--- config.mk ---
export PLATFORM = sky130hd
export DESIGN_NAME = pgm_prot_bus_bridge
export DESIGN_NICKNAME = d
export VERILOG_FILES = /design/src/rtl/pgm_prot_bus_bridge.sv
export SDC_FILE = /design/constraint.sdc
export NUM_CORES = 1
export LEC_CHECK = 0
export BUFFER_PORTS_ARGS = -buffer_cell sky130_fd_sc_hd__clkbuf_2
export CAP_MARGIN = 20
export CORE_MARGIN = 5
export CORE_UTILIZATION = 45
export DETAILED_ROUTE_END_ITERATION = 16
export GPL_ROUTABILITY_DRIVEN = 0
export PLACE_DENSITY = 0.81
export SYNTH_ARGS = -nofsm -noshare
export SYNTH_HDL_FRONTEND = slang
export SYNTH_SLANG_ARGS = --single-unit
--- constraint.sdc ---
create_clock -name clk -period 4.66 [get_ports clk]
set_input_delay 0.699 -clock clk [delete_from_list [all_inputs] [get_ports clk]]
set_output_delay 0.699 -clock clk [all_outputs]
set_load 0.02 [all_outputs]
--- src/rtl/pgm_prot_bus_bridge.sv ---
// pgm_prot_bus_bridge: 68k bus bridge to the IGS027A HLE protection block; PGM_PROT_TIMEOUT_EN enables the watchdog
module pgm_prot_bus_bridge #(
  parameter logic [23:0] BASE_ADDR = 24'h500000,
  parameter int TIMEOUT_CYC = 255
) (
  input  logic        clk,
  input  logic        reset_n,
  input  logic        cpu_as_n,
  input  logic        cpu_uds_n,
  input  logic        cpu_lds_n,
  input  logic        cpu_rw,
  input  logic [23:1] cpu_addr,
  input  logic [15:0] cpu_din,
  output logic [15:0] cpu_dout,
  output logic        cpu_dtack_n,
  output logic [3:0]  prot_addr,
  output logic [15:0] prot_din,
  output logic        prot_we,
  output logic        prot_re,
  input  logic [15:0] prot_dout,
  input  logic        prot_dtack_n,
  output logic        timeout_err
);
  localparam logic [1:0] IDLE = 2'd0, REQ = 2'd1, WAIT = 2'd2, ACK = 2'd3;
  logic [1:0] state;
  logic [1:0] as_sync;
  logic as_s, hit, rd, timeout;
  if (TIMEOUT_CYC < 1 || TIMEOUT_CYC > 255 || BASE_ADDR[4:0] != 5'd0) begin : g_bad_param
    $error("pgm_prot_bus_bridge: illegal BASE_ADDR or TIMEOUT_CYC");
  end
  assign as_s = as_sync[1];
  assign hit = !as_s && cpu_addr[23:5] == BASE_ADDR[23:5] && (!cpu_uds_n || !cpu_lds_n);
`ifdef PGM_PROT_TIMEOUT_EN
  logic [7:0] cnt;
  assign timeout = cnt == 8'(TIMEOUT_CYC - 1);
  always_ff @(posedge clk or negedge reset_n)
    if (!reset_n) begin
      cnt <= 8'd0;
      timeout_err <= 1'b0;
    end else begin
      cnt <= state == REQ ? 8'd0 : state == WAIT ? cnt + 8'd1 : cnt;
      if (state == WAIT && !as_s && prot_dtack_n && timeout) timeout_err <= 1'b1;
    end
`else
  assign timeout = 1'b0;
  assign timeout_err = 1'b0;
`endif
  always_ff @(posedge clk or negedge reset_n)
    if (!reset_n) begin
      as_sync <= 2'b11;
      state <= IDLE;
      rd <= 1'b0;
      cpu_dtack_n <= 1'b1;
      cpu_dout <= 16'hFFFF;
      prot_we <= 1'b0;
      prot_re <= 1'b0;
      prot_addr <= 4'd0;
      prot_din <= 16'd0;
    end else begin
      as_sync <= {as_sync[0], cpu_as_n};
      case (state)
        IDLE: if (hit) begin
          prot_addr <= cpu_addr[4:1];
          prot_din <= cpu_din;
          prot_we <= ~cpu_rw;
          prot_re <= cpu_rw;
          rd <= cpu_rw;
          state <= REQ;
        end
        REQ: begin
          prot_we <= 1'b0;
          prot_re <= 1'b0;
          state <= WAIT;
        end
        // an abort beats an acknowledge or watchdog expiry in the same cycle
        WAIT: if (as_s) state <= IDLE;
          else if (!prot_dtack_n || timeout) begin
            cpu_dtack_n <= 1'b0;
            if (rd) cpu_dout <= prot_dtack_n ? 16'hFFFF : prot_dout;
            state <= ACK;
          end
        default: if (as_s) begin
          cpu_dtack_n <= 1'b1;
          state <= IDLE;
        end
      endcase
    end
endmodule

Word level (Yosys, flattened, before mapping)
Index checks and enable logic that the tools add are counted.
{"block": "word_totals", "register_bits": 44, "output_inout_bits": 40, "elab_cells": 49}
{"block": "op_classes", "n_eq_ne": 7, "n_mux": 13, "n_bitwise": 4, "reduce_logical": 16}
{"cell": "$eq 19x18->1 const B", "count": 1}
{"cell": "$mux 2", "count": 4}
{"cell": "$reduce_and 4->1", "count": 2}
{"cell": "$ne 2x2->1 const B", "count": 3}
{"cell": "$pmux 1 s2", "count": 3}
{"cell": "$pmux 2 s3", "count": 1}
{"cell": "$mux 1", "count": 5}
{"cell": "$not 1->1", "count": 4}
{"cell": "$reduce_and 2->1", "count": 2}
{"cell": "$reduce_bool 2->1", "count": 2}
{"cell": "$reduce_bool 4->1", "count": 1}
{"cell": "$logic_not 1->1", "count": 3}
{"cell": "$ne 3x3->1 const B", "count": 1}
{"cell": "$reduce_and 3->1", "count": 1}
{"cell": "$eq 2x1->1 const B", "count": 1}
{"cell": "$eq 2x2->1 const B", "count": 1}
{"cell": "$logic_and 1x1->1", "count": 2}
{"cell": "$logic_not 2->1", "count": 1}
{"cell": "$reduce_or 2->1", "count": 1}
{"cell": "$logic_or 1x1->1", "count": 1}

Logic depth before layout (Yosys ltp)
{"block": "logic_depth", "ltp_word": 5, "depth_mapped": 7, "depth_no_buf": 6}

Least setup slack after synthesis
Ideal clock, no wire load.
{"block": "synth_path", "path_type": "input-to-reg", "startpoint": "input port cpu_addr[5] (netlist bit)", "endpoint": "register prot_addr[0]", "setup_time_ps": 125, "arrival_ps": 2149, "path_slack_ps": 2386, "path_stages": 5, "n_path_buf": 1, "cell_sequence": "or4_1 a21oi_2 and4_4 buf_12 mux2_4"}
{"block": "synth_via", "elab_chain_len": 4}
{"element": "from (decl)", "line": "12", "source": "input logic [23:1] cpu_addr,"}
{"element": "$eq 19x18->1", "line": "32", "source": "assign hit = !as_s && cpu_addr[23:5] == BASE_ADDR[23:5] && (!cpu_uds_n || !cpu_lds_n);"}
{"element": "$logic_and 1x1->1 (2 in series)", "line": "32"}
{"element": "$reduce_and 2->1 (no source line)"}
{"element": "to (signal assigned)", "line": "63", "source": "prot_addr <= cpu_addr[4:1];"}
{"element": "to (decl)", "line": "16", "source": "output logic [3:0] prot_addr,"}
No other way between the ends.
A chain may end at the register's enable or synchronous reset.

Worst setup path after layout
{"block": "layout_path", "startpoint": "input port cpu_addr[5] (netlist bit)", "endpoint": "register prot_din[0]"}
{"block": "layout_via", "elab_chain_len": 4}
{"element": "$eq 19x18->1", "line": "32"}
{"element": "$logic_and 1x1->1 (2 in series)", "line": "32"}
{"element": "$reduce_and 2->1 (no source line)"}
{"element": "to (signal assigned)", "line": "64", "source": "prot_din <= cpu_din;"}
{"element": "to (decl)", "line": "17", "source": "output logic [15:0] prot_din,"}
No other way between the ends.

==> metrics.yaml <==
status: "complete, no violations"
antenna_found_initial: 0
period_share: 0.483
crit_fanout: 21
fin_util: 0.607
place_ws_ns: 2.11
cp.arrival_ns: 2.42
vias: 1380
die_area_mm2: 0.00582
path_class: "in2reg"
design_area_mm2: 0.00261
yosysUniqueCellTypes: 32
rsz0062_at_grt: "no"
power.switching_mw: 0.238
drv_slew: 0
grt_pass1_vias: 1462
async_flop_share: 1.00
ys_ff_latch: 44
core_region_area_mm2: 0.00429
p_clk_frac: 0.316
p_int_mw: 0.643
ir_drop_mv: 0.177
worst_slack_ns: 2.41
io_pins: 102
synth_fp_nets: 193
clock_latency_ns: 0.29
cts_made_buffers: 5
fp-row-count: 24
htreeDepth: 2
r2r_setup_slack_ns: 2.51
hold_buffers: 0
grt_start_max_net_pins: 45
grt_overflow: 0
die_w_um: 76.3
cp-start-kind: "primary input"
p_leak_nw: 1.38
fmax_ghz: 0.444
min_period_ns: 2.25
avgSynthCellArea_um2: 15.3
placedInstanceArea_mm2: 0.00248
synth.area.top_cells: "dfrtp_1 (32%), dfstp_2 (25%), mux2_4 (15%), mux2_1 (9.1%), buf_12 (2.0%)"
wirelength_um: 4070
synth_warnings: 0
synth_edf_count: 0
area_delta_synth_final_pct: 31.8
worstMarginPinSlew_ns: 1.05
port_buffers: 100
p_sw_frac: 0.270
drive_gt1_frac: 0.664
drt_iter0_drc: 52
clock_path_buffers: 2
ant_nets: 0
hold_viol: 0
diodes: 0
layout.nets: 295
p_per_area_mw_per_mm2: 338
drv_cap: 0
grt_pass1_wl_um: 6770
drc_errors: 0
crit_path_end_kind: "flop"
viasPerCell: 4.86
clock_sinks: 44
synth_area_mm2: 0.00198
worst-endpoint-required_ns: 4.83
netlist_instances: 129
fin_tns_setup_ns: 0
fill_cells: 346
synth_top_area_cell: "dfrtp_1"
synth_ff_type: "dfrtp_1"
initial_core_util: 0.460
hp-class: "in2async"
grt.total_usage: 0.142
die_h_um: 76.3
skew_ns: 0.00628
ys_seq_area_frac: 0.569
power_frac_comb: 0.184
max_slew_margin: 0.300
power.share.sequential: 0.500
finalSetupViolCount: 0
firstDrtPassIters: 4
wl_per_cell_um: 14.3
synth_top_area_share: 0.316
cts_root_buffer: "clkbuf_8"
clk_pin_slew_worst_paths_ns: 0.08
cts-resized-gates: 0
cts_setup_buffers: 0
cts_tree: "done"
power_mw: 0.881
per-stage QoR:
step                      std cells  hold WS (ns)
final                           284         0.234
after global routing            284         0.225
after CTS                       283         0.358
after detailed placement        275         0.347
after global placement          275         0.346
after floorplan                 129         0.345
kinds of logic (layout without fill, tap and decap cells):
kind of cell               Yosys count  in the layout  share of synthesized area
other                                1              1                    0.00190
adders and majority gates            2              2                     0.0127
and+or+nand+nor                     24             24                     0.0880
AOI/OAI and AO/OA                   11             11                     0.0399
DFF                                 44             44                      0.569
buffers and inverters               10            113                     0.0399
muxes                               37             37                      0.249
path summary, 6_finish.rpt:
| kind | start | end | depth (start not counted) |
|---|---|---|---|
| setup / recovery | cpu_addr[5] | prot_din[0]$_DFFE_PN0P_ | 5 |
| hold / removal | reset_n | prot_din[14]$_DFFE_PN0P_ | 1 |
| setup reg to reg | state[0]$_DFFE_PN0P_ | cpu_dout[6]$_DFFE_PN1P_ | 3 |
| hold reg to reg | as_sync[0]$_DFF_PN1_ | as_sync[1]$_DFF_PN1_ | 0 |
| max in group asynchronous | reset_n | as_sync[0]$_DFF_PN1_ | 2 |
| min in group clk | as_sync[0]$_DFF_PN1_ | as_sync[1]$_DFF_PN1_ | 0 |
metal layers:
| layer | vias to the layer above | GRT usage | wire, µm |
|---|---|---|---|
| met5 | - | 0 | 0 |
| met4 | 0 | 0.0472 | 68 |
| met3 | 6 | 0.0567 | 378 |
| met1 | 639 | 0.172 | 1720 |
| met2 | 69 | 0.229 | 1900 |
| li1 | 666 | - | - |
power groups by stage:
stage / clock network, mW / logic, mW / registers [mW]
after floorplan: 0 / 0.105 / 0.440
after global placement: 0 / 0.157 / 0.444
after detailed placement: 0 / 0.161 / 0.446
after CTS: 0.287 / 0.162 / 0.440
after global routing: 0.306 / 0.183 / 0.444
final: 0.279 / 0.162 / 0.440
flip-flops by register name, indices dropped and copies added, names as in the netlist:
register and flops:
prot_din 16, rd 1, as_sync 2, prot_we 1, prot_re 1, prot_addr 4, state 2, cpu_dtack_n 1
cpu_dout 16
Yosys cell counts (3+ instances only):
cell,number
inv_1,4
dfrtp_1,25
or4_1,3
mux2_1,16
mux2_4,20
nand2_1,5
dfstp_2,19
nand2b_1,3
area by class of cell:
type                            count  area [µm²]  area share
Sequential cell                    44        1120       0.432
Clock buffer                        6        72.6      0.0278
Tap cell                           52        65.1      0.0250
Timing Repair Buffer              101         520       0.200
Multi-Input combinational cell     75         773       0.297
Inverter                            4        15.0     0.00576
Clock inverter                      2        35.0      0.0134
critical path, stage by stage:
cell      delay (ns)
clkbuf_2        0.07
or4_1           0.53
a21oi_2         0.22
and4_4          0.53
mux2_1          0.36
layout by cell type (no fill, tap or decap), types with 2 or more instances in the layout:
master | synthesis | final
nand2b_1 | 3 | 3
nand3_1 | 2 | 2
inv_1 | 4 | 4
a22oi_1 | 2 | 2
or4_1 | 3 | 3
a311o_1 | 2 | 2
dfstp_2 | 19 | 19
nor2_1 | 2 | 2
clkbuf_2 | 0 | 100
o21ai_0 | 2 | 2
ha_1 | 2 | 2
a21oi_1 | 2 | 2
nand2_1 | 5 | 5
dfrtp_1 | 25 | 25
mux2_1 | 16 | 16
clkbuf_8 | 0 | 5
mux2_4 | 20 | 20
o211ai_1 | 2 | 2
(Power assumes the default switching activity.)
